--- src/rtl/write_once_bank_ctrl_pkg.sv ---
// Shared types and constants for the write-once register bank controller.
// Latency: n/a (types, constants and an elaboration-time helper only).
// Backpressure: n/a.
package write_once_bank_pkg;

    typedef enum logic [1:0] {
        IDLE  = 2'd0,
        CHECK = 2'd1,
        RESP  = 2'd2
    } state_t;

    // Position of the sticky lock inside a written data word.
    localparam int LOCK_BIT = 0;

    // Index width for a count of n items; never below one bit.
    function automatic int calc_aw(input int n);
        return (n > 1) ? $clog2(n) : 1;
    endfunction

endpackage

--- src/rtl/write_once_bank_ctrl_rr_arbiter.sv ---
// Round-robin arbiter: picks the first requester after last_winner, wrapping.
// Latency: purely combinational.
// Backpressure: none; the caller decides when the grant is taken.
module rr_arbiter
    import write_once_bank_pkg::*;
#(
    parameter int NUM_REQ = 2,
    localparam int IW = calc_aw(NUM_REQ)
) (
    input  logic [NUM_REQ-1:0] req,
    input  logic [IW-1:0]      last_winner,
    output logic [NUM_REQ-1:0] grant,
    output logic [IW-1:0]      grant_idx
);

    logic          found;
    logic [IW-1:0] cand;

    // Scan from last_winner+1 around the ring; the first active request wins.
    always_comb begin
        grant     = '0;
        grant_idx = '0;
        found     = 1'b0;
        cand      = '0;
        for (int i = 1; i <= NUM_REQ; i++) begin
            cand = IW'((int'(last_winner) + i) % NUM_REQ);
            if (!found && req[cand]) begin
                found       = 1'b1;
                grant[cand] = 1'b1;
                grant_idx   = cand;
            end
        end
    end

endmodule

--- src/rtl/write_once_bank_ctrl.sv ---
// Write-once config register bank: round-robin arbitration, lock check, sticky lock bit.
// Latency: gnt one cycle after req is sampled, done/err and register update one cycle later.
// Backpressure: one write in flight; other requesters hold req until their own done.
module write_once_bank_ctrl
    import write_once_bank_pkg::*;
#(
    parameter int NUM_REQ  = 2,
    parameter int NUM_REGS = 4,
    parameter int DATA_W   = 16,
    parameter int AW       = calc_aw(NUM_REGS)
) (
    input  logic                       Clk,
    input  logic                       ip_reset,
    input  logic [NUM_REQ-1:0]         req,
    input  logic [NUM_REQ*AW-1:0]      req_addr,
    input  logic [NUM_REQ*DATA_W-1:0]  req_data,
    output logic [NUM_REQ-1:0]         gnt,
    output logic [NUM_REQ-1:0]         done,
    output logic                       err,
    output logic [NUM_REGS*DATA_W-1:0] reg_data,
    output logic [NUM_REGS-1:0]        lock_status
);

    localparam int IW = calc_aw(NUM_REQ);

    state_t              state;
    logic [IW-1:0]       last_winner;
    logic [IW-1:0]       win_idx;
    logic [AW-1:0]       addr_q;
    logic [DATA_W-1:0]   data_q;
    logic [DATA_W-1:0]   bank [NUM_REGS];

    logic [AW-1:0]       addr_arr [NUM_REQ];
    logic [DATA_W-1:0]   data_arr [NUM_REQ];
    logic [NUM_REQ-1:0]  arb_grant;
    logic [IW-1:0]       arb_idx;
    logic                addr_ok;
    logic                reject;
    logic [DATA_W-1:0]   wr_val;

    // Split the flattened request buses into per-requester fields.
    for (genvar i = 0; i < NUM_REQ; i++) begin : g_unpack
        assign addr_arr[i] = req_addr[i*AW +: AW];
        assign data_arr[i] = req_data[i*DATA_W +: DATA_W];
    end

    // Present the register bank as one flattened output.
    for (genvar r = 0; r < NUM_REGS; r++) begin : g_pack
        assign reg_data[r*DATA_W +: DATA_W] = bank[r];
    end

    rr_arbiter #(
        .NUM_REQ (NUM_REQ)
    ) u_arb (
        .req         (req),
        .last_winner (last_winner),
        .grant       (arb_grant),
        .grant_idx   (arb_idx)
    );

    // Reject out-of-range addresses and already-locked registers; stored value never keeps the lock bit.
    always_comb begin
        addr_ok          = (int'(addr_q) < NUM_REGS);
        reject           = !addr_ok || lock_status[addr_q];
        wr_val           = data_q;
        wr_val[LOCK_BIT] = 1'b0;
    end

    // Transaction FSM plus register bank; reset aborts any write in flight.
    always_ff @(posedge Clk) begin
        if (ip_reset) begin
            state       <= IDLE;
            last_winner <= IW'(NUM_REQ - 1);
            win_idx     <= '0;
            addr_q      <= '0;
            data_q      <= '0;
            gnt         <= '0;
            done        <= '0;
            err         <= 1'b0;
            lock_status <= '0;
            for (int r = 0; r < NUM_REGS; r++) begin
                bank[r] <= '0;
            end
        end else begin
            gnt  <= '0;
            done <= '0;
            err  <= 1'b0;
            case (state)
                IDLE: begin
                    if (|req) begin
                        win_idx     <= arb_idx;
                        last_winner <= arb_idx;
                        addr_q      <= addr_arr[arb_idx];
                        data_q      <= data_arr[arb_idx];
                        gnt         <= arb_grant;
                        state       <= CHECK;
                    end
                end
                CHECK: begin
                    if (!reject) begin
                        bank[addr_q]        <= wr_val;
                        lock_status[addr_q] <= data_q[LOCK_BIT];
                    end
                    done[win_idx] <= 1'b1;
                    err           <= reject;
                    state         <= RESP;
                end
                RESP: begin
                    state <= IDLE;
                end
                default: begin
                    state <= IDLE;
                end
            endcase
        end
    end

endmodule
--- config.mk ---
export PLATFORM = sky130hd
export DESIGN_NAME = write_once_bank_ctrl
export DESIGN_NICKNAME = d
export VERILOG_FILES = /design/src/rtl/write_once_bank_ctrl_pkg.sv /design/src/rtl/write_once_bank_ctrl_rr_arbiter.sv /design/src/rtl/write_once_bank_ctrl.sv
export SDC_FILE = /design/constraint.sdc
export NUM_CORES = 1
export LEC_CHECK = 0
export ABC_AREA = 0
export BUFFER_PORTS_ARGS = -buffer_cell sky130_fd_sc_hd__buf_2
export CELL_PAD_IN_SITES_DETAIL_PLACEMENT = 1
export CELL_PAD_IN_SITES_GLOBAL_PLACEMENT = 2
export CORE_ASPECT_RATIO = 2
export CORE_MARGIN = 5
export CORE_UTILIZATION = 25
export CTS_CLUSTER_SIZE = 40
export DETAILED_ROUTE_END_ITERATION = 10
export PLACE_DENSITY = 0.68
export SYNTH_ARGS = -nofsm -noshare
export SYNTH_HDL_FRONTEND = slang
export SYNTH_SLANG_ARGS = --single-unit
--- constraint.sdc ---
create_clock -name Clk -period 2.9 [get_ports Clk]
set_clock_uncertainty 0.2 [all_clocks]
set_input_delay 0.29 -clock Clk [delete_from_list [all_inputs] [get_ports Clk]]
set_output_delay 0.29 -clock Clk [all_outputs]
set_load 0.005 [all_outputs]
# Word level (Yosys, flattened, before mapping)

Memory sizes are Yosys's and may differ from the RTL's.
Index checks and enable logic that the tools add are counted.

Flip-flop bits (word level): 31
RAM bits: 60
Bits of input ports: 40
Output and inout bits: 73
Logic and storage cells: 79
Memories kept: 1

$add $sub $neg: 2
Magnitude comparators: 9
Eq/ne operators: 2
Muxes and demuxes: 37
Bitwise operators: 6
Reductions and logical operators: 13

Memories:

| name | words | bits a word | rd ports | clocked after memory_dff | wr ports | RTL line                   | RTL |
|---|---|---|---|---|---|---|---|
| bank | 4     | 15          | 4        | 0                        | 4        | write_once_bank_ctrl.sv:31 | `logic [DATA_W-1:0] bank [NUM_REGS];` |

Operators with widths:

| cell                  | count |
|---|---|
| $mux W16              | 3 |
| $mux W1               | 19 |
| $mux W15              | 1 |
| $reduce_or A15 Y1     | 1 |
| $mux W2               | 7 |
| $lt A1 B2 Y1 const B  | 3 |
| $logic_and A1 B1 Y1   | 5 |
| $bwmux W4             | 1 |
| $not A1 Y1            | 4 |
| $pmux W2 S2           | 1 |
| $reduce_and A2 Y1     | 2 |
| $reduce_or A2 Y1      | 2 |
| $demux W1 S1          | 3 |
| $ge A1 B1 Y1 const B  | 3 |
| $lt A2 B3 Y1 const B  | 1 |
| $reduce_or A3 Y1      | 1 |
| $add A1 B1 Y1 const B | 2 |
| $bmux W1 S2           | 1 |
| $demux W1 S2          | 1 |
| $eq A2 B1 Y1 const B  | 1 |
| $ge A2 B1 Y1 const B  | 1 |
| $ge A2 B2 Y1 const B  | 1 |
| $logic_not A2 Y1      | 1 |
| $ne A2 B2 Y1 const B  | 1 |
| other kinds (3)       | 3 |

# Depth between registers and ports, before layout

Gate-level depths: netlist (run 1).

Depth in word-level cells: 11
Depth in mapped cells: 5
Gate-level depth less buffers: 4

# Modules after synthesis

Synthesis (run 1) repeated with hierarchy kept, for this count alone.

Cell total of the unflattened synthesis: 273
Area, all modules: 3676.0 um^2

By module, submodules not included:

| module               | instances | cells each | area each (um^2) | sequential area each (um^2) |
|---|---|---|---|---|
| write_once_bank_ctrl | 1         | 269        | 3649.8           | 2422.3 |
| rr_arbiter           | 1         | 4          | 26.3             | 0.0 |

# Least setup slack after synthesis (run 1)

No wires, ideal clock.

Path type: register to register
Start: register addr_q[1]
End: memory bank[0][0] in the netlist's numbering (enable)
Setup time: 0.362 ns
Arrival time: 1.177 ns
Data required time: 2.338 ns
Slack: 1.161 ns
Cell stages (with the launch flop): 3
Clock period less this slack: 1.739 ns
Cell sequence: dfxtp_1 -> nor3b_1 -> a21o_1

RTL lines:

| what                   | RTL line                   | RTL |
|---|---|---|
| from (decl)            | write_once_bank_ctrl.sv:29 | `logic [AW-1:0] addr_q;` |
| from (signal assigned) | write_once_bank_ctrl.sv:93 | `addr_q <= addr_arr[arb_idx];` |
| to (decl)              | write_once_bank_ctrl.sv:31 |  |

==> results of run 1 <==
## routing by layer
| layer | vias up | track usage (%) |
|---|---|---|
| li1 | 1222 | - |
| met1 | 1233 | 11.7 |
| met2 | 65 | 24.2 |
| met3 | 14 | 2.47 |
| met4 | 0 | 5.73 |
| met5 | - | 0 |
## sequential cells by signal, summed over array words and instances (netlist names)
register	count
gnt	2
state	2
err	1
lock_status	4
data_q	16
last_winner	1
bank	60
addr_q	2
win_idx	1
done	2
## cell usage after synthesis
| cell type | count |
|---|---|
| buf_6 | 1 |
| dfxtp_1 | 31 |
| or3b_4 | 1 |
| edfxtp_1 | 60 |
| mux4_2 | 1 |
| a21o_1 | 2 |
| a21boi_2 | 1 |
| buf_4 | 4 |
| o21ai_0 | 1 |
| conb_1 | 1 |
| a31o_2 | 2 |
| nor2_1 | 8 |
| nand2_1 | 38 |
| nor4b_4 | 1 |
| nor2b_1 | 1 |
| a21oi_1 | 23 |
| a311oi_1 | 18 |
| nor3b_1 | 1 |
| clkbuf_2 | 2 |
| buf_1 | 1 |
| clkbuf_1 | 9 |
| and3b_1 | 1 |
| buf_2 | 4 |
| and2_1 | 63 |
| inv_1 | 4 |
| or2_2 | 1 |
| nand3_1 | 3 |
| and3_2 | 1 |
| nor3_1 | 2 |
| a21bo_2 | 2 |
| nor4_4 | 1 |
| a31oi_1 | 1 |
## metrics by stage
step                      setup WS (ns)  utilization (%)  std cells  instance area, µm²  power [W]
after floorplan                    1.16                -        293                3620    0.00170
after global placement            0.773             30.2        575                4310    0.00185
after detailed placement          0.658             30.2        575                4310    0.00186
after CTS                         0.830             32.2        591                4600    0.00300
after global routing              0.719             32.2        591                4600    0.00309
final                             0.826             32.2        591                4600    0.00296
## kinds of logic after synthesis
logic type	count (synthesis)
multiplexers	1
other	1
flip-flops	91
AND/OR/NAND/NOR	122
AO/OA/AOI/OAI	50
buffers and inverters	25
## layout by cell type, fill, tap and decap left out
| cell | n |
|---|---|
| nor3_1 | 2 |
| nor3b_1 | 1 |
| edfxtp_1 | 60 |
| nor4b_4 | 1 |
| clkbuf_8 | 1 |
| or3b_4 | 1 |
| and3_2 | 1 |
| a311oi_1 | 18 |
| a21boi_2 | 1 |
| nor2_1 | 8 |
| and2_1 | 63 |
| dfxtp_1 | 31 |
| nor2b_1 | 1 |
| nor4_4 | 1 |
| and3b_1 | 1 |
| clkbuf_1 | 3 |
| a21oi_1 | 23 |
| inv_1 | 4 |
| conb_1 | 4 |
| mux4_2 | 1 |
| buf_4 | 3 |
| a31oi_1 | 1 |
| clkbuf_16 | 9 |
| o21ai_0 | 1 |
| buf_2 | 108 |
| nand2_1 | 38 |
| a31o_2 | 2 |
| or2_2 | 1 |
| bufinv_16 | 1 |
| a21bo_2 | 2 |
| a21o_1 | 2 |
| clkinv_1 | 2 |
| nand3_1 | 3 |
## report_power, final
part           internal [W]  leakage (nW)  total (W)  switching [W]
sequential          0.00147         0.879    0.00154      0.0000690
combinational      0.000113         0.930   0.000278       0.000165
clock              0.000687         0.139    0.00114       0.000450
## worst max-delay path, stage by stage, from the launching register on
cell	delay [ns]
dfxtp_1	0.41
nor3b_1	0.44
a21o_1	0.64
## layout make-up
| type | instances | area (µm²) |
|---|---|---|
| flip-flops and latches | 91 | 2420 |
| multi-input cells | 177 | 1070 |
| well taps | 192 | 240 |
| repair buffers | 111 | 563 |
| fillers | 1666 | 9680 |
| clock buffers | 13 | 250 |
| clock inverters | 3 | 37.5 |
| inverters | 4 | 15.0 |
## worst paths after layout
path                     end  cells past startpoint  slack (ns)
setup / recovery  bank[0][7]                      2        0.83
hold / removal    data_q[14]                      3        0.02
setup reg to reg  bank[0][7]                      2        0.83
hold reg to reg      done[0]                      1        0.24
==> impl_metrics.toml, run 1 <==
[global_route]
overflow = 0
antenna_found_initial = 0
grt_pass1_vias = 2771
grt.total_usage_pct = 12.4
grt_pass1_wl_um = 15500
grt_max_degree = 33

[sta]
whs_ns = 0.0198
relSlewSlack_pct = 39.2
tns_ns = 0
worst_slew_pin_slew_ns = 0.907
hold_viol_final = 0
period_minus_slack_ns = 2.07
rsz0062_at_grt = "false"
finalSetupViolations = 0
period_share_pct = 71.5
slew_viol_final = 0
fmax_mhz = 482

[critical_path]
critPathMaxFanout = 15
r2r-start = "addr_q[1]"
cp_data_required_time_ns = 2.66
worstSetupEndpointType = "register"
crit_type = "reg -> reg"
startpoint = "addr_q[1]"
arrival_ns = 1.84
crit_path_start_kind = "register"

[route]
antenna_left = 0
vias_per_cell = 4.29
m1WireLength_um = 3460
drc_errors = 0
wl_met2_um = 6210
drt_iter0_drc = 119
vias = 2534
first_pass_iters = 4
postRouteWirelength_um = 10300
top_layer = "met4"
wl_per_cell_um = 17.4
wl_met3_um = 328

[layout]
syn2layout_area_growth_pct = 27.6
layout.nets = 434
antenna_cells = 0
drive_above_1_share_pct = 33.3

[clock_network]
cts-resized-gates = 0
cts_made_buffers = 9
cts_max_path_buffers = 2
clkTransAtPathRegs_ns = 0.06
cts_sinks = 91
cts_hold_buf = 0
htree_levels = 3
cts_tree = "built"
clk_latency_ns = 0.33
cts-root-buf = "clkbuf_16"
post-cts-setup-buffer-count = 0

[place]
finalWeightedCongestion = 0.723
place_hpwl_um = 7980
port_buffers = 108

[pwr]
ir_drop_mv = 0.268
powerDensity_nw_per_um2 = 643
leakage_nw = 1.95

[logic_synthesis]
synth_area_leaders = "edfxtp_1, dfxtp_1, and2_1, a311oi_1, nand2_1"
synth-seq-cells = 91
synthCells = 290
synth_warnings = 0
synth_xor_area_share_pct = 0
synth_compound_area_share_pct = 9.65
seq_area_frac_synth_pct = 67.2
ys_types = 32
muxShareOfSynthArea_pct = 0.625
yosys.area.top_type = "edfxtp_1"
netlist_area_um2 = 3600
synth_fa_ha_area_share_pct = 0
synth-simple-area-share_pct = 19.0
yosys.area.top_type_share_pct = 50.0
syn_area_per_cell_um2 = 12.4
synth_top_family_by_area = "simple AND/OR/NAND/NOR gates"

[floorplanning]
die_x_um = 94.9
core_um2 = 14300
initial_core_util_pct = 25.3
die_h_um = 180
dieArea_um2 = 17100
num_rows = 62
io_pins = 113

[hold_path]
hold_path.startpoint = "req_data[30]"
hp-class = "in -> reg"

[outcome]
run_status = "complete, no violations"

[run]
cap_violations = 0
Note: power is estimated with default switching activity, not from simulation.
==> inputs of run 2 (changes only) <==
--- a/config.mk
+++ b/config.mk
@@ -14,7 +14,7 @@
 export CORE_UTILIZATION = 25
 export CTS_CLUSTER_SIZE = 40
 export DETAILED_ROUTE_END_ITERATION = 10
-export PLACE_DENSITY = 0.68
+export PLACE_DENSITY = 0.7
 export SYNTH_ARGS = -nofsm -noshare
 export SYNTH_HDL_FRONTEND = slang
 export SYNTH_SLANG_ARGS = --single-unit
==> constraint.sdc (replaced) <==
create_clock -name Clk -period 1.9 [get_ports Clk]
set_clock_uncertainty 0.2 [all_clocks]
set_input_delay 0.19 -clock Clk [delete_from_list [all_inputs] [get_ports Clk]]
set_output_delay 0.19 -clock Clk [all_outputs]
set_load 0.005 [all_outputs]
==> impl_metrics.toml, run 2 (synthesis results as in run 1) <==
[layout]
fin_cells = 639
syn2layout_area_growth_pct = 40.8
top_register = "bank"
final_area_um2 = 5080
largest_reg_flops = 60
drive_above_1_share_pct = 32.9
reg.largest.list = "bank x60, data_q x16, lock_status x4"
mostFrequentLayoutCell = "buf_2"
final_cell_mix = "buf_2, and2_1, edfxtp_1"
antenna_cells = 0
layout.nets = 482
nFillCells = 1632

[clock_network]
clk_latency_ns = 0.33
htree_levels = 3
cts_made_buffers = 9
cts-root-buf = "clkbuf_16"
clkTransAtPathRegs_ns = 0.06
cts_tree = "built"
cts_max_path_buffers = 2
cts-resized-gates = 0
post-cts-setup-buffer-count = 0
cts_sinks = 91

[route]
antenna_left = 0
vias = 2736
wl_per_cell_um = 16.6
vias_per_cell = 4.28
first_pass_iters = 4
postRouteWirelength_um = 10600
drt_iter0_drc = 87
drc_errors = 0

[sta]
finalSetupViolations = 0
slew_viol_final = 0
hold_viol_final = 0
period_share_pct = 94.9
relSlewSlack_pct = 49.5
worst_slew_pin_slew_ns = 0.757
fmax_mhz = 554
tns_ns = 0
worst_slack_ns = 0.0964
period_minus_slack_ns = 1.80
rsz0062_at_grt = "false"

[global_route]
antenna_found_initial = 0
overflow = 0
grt.total_usage_pct = 13.0
grt_max_degree = 32
grt_pass1_wl_um = 16500
grt_pass1_vias = 3133

[critical_path]
crit_type = "reg -> reg"
arrival_ns = 1.80
critPathMaxFanout = 15
worstSetupEndpointType = "register"
cp_data_required_time_ns = 1.90
crit_path_start_kind = "register"

[outcome]
run_status = "complete, no violations"

[place]
place_area_um2 = 4440
finalWeightedCongestion = 0.802
pre_cts_ws_ns = 0.108
place_hpwl_um = 8240
dp_cells = 586
port_buffers = 108

[pwr]
ir_drop_mv = 0.347
leakage_nw = 2.16
powerDensity_nw_per_um2 = 880
total_power_w = 0.00447

[floorplanning]
io_pins = 113
num_rows = 62
die_h_um = 180
die_x_um = 94.9
core_um2 = 14300
dieArea_um2 = 17100
initial_core_util_pct = 25.3

[run]
cap_violations = 0

[hold_path]
hp-class = "in -> reg"
-- run 2: timing repair --
item | in CTS | in global routing
hold endpoints to repair | 20 | 0
setup endpoints to repair | 0 | 0
hold buffers | 37 | 0
-- run 2: power breakdown --
group          internal [W]  switching [W]
Sequential          0.00225      0.0000987
Combinational      0.000258       0.000276
Clock              0.000879       0.000711
-- run 2: stage by stage --
stage	utilization, %	hold WS, ns
after detailed placement	31.1	0.269
after CTS	35.6	0.0123
after global routing	35.6	0.0682
after global placement	31.1	0.267
after floorplan	-	0.0901
final	35.6	0.0340
-- run 2: final timing paths --
path | startpoint | end | slack [ns] | depth (start not counted)
hold reg to reg | win_idx | done[0] | 0.29 | 1
setup reg to reg | state[0] | bank[1][3] | 0.1 | 4
hold / removal | req[0] | win_idx | 0.03 | 4
setup / recovery | state[0] | bank[1][3] | 0.1 | 4
-- run 2: per-layer routing --
metal / GRT usage (%) / vias to the layer above / share of wire (%)
li1: - / 1319 / -
met2: 24.8 / 90 / 58
met3: 1.80 / 28 / 3.9
met4: 8.27 / 0 / 4.5
met1: 12.4 / 1299 / 34
met5: 0 / - / 0
-- run 2: final cells by class --
type / count / area, µm² / share of cell area (%)
Sequential cell: 91 / 2420 / 47.7
Multi-Input combinational cell: 177 / 1070 / 21.1
Timing Repair Buffer: 159 / 1070 / 21.0
Tap cell: 192 / 240 / 4.73
Clock buffer: 11 / 233 / 4.58
Clock inverter: 5 / 30.0 / 0.592
Inverter: 4 / 15.0 / 0.296
-- run 2: worst max-delay path, stage by stage (launching register included) --
cell and delay (ns):
dfxtp_1 0.36, or3b_4 0.44, nor4b_4 0.27, buf_4 0.24, and2_1 0.16
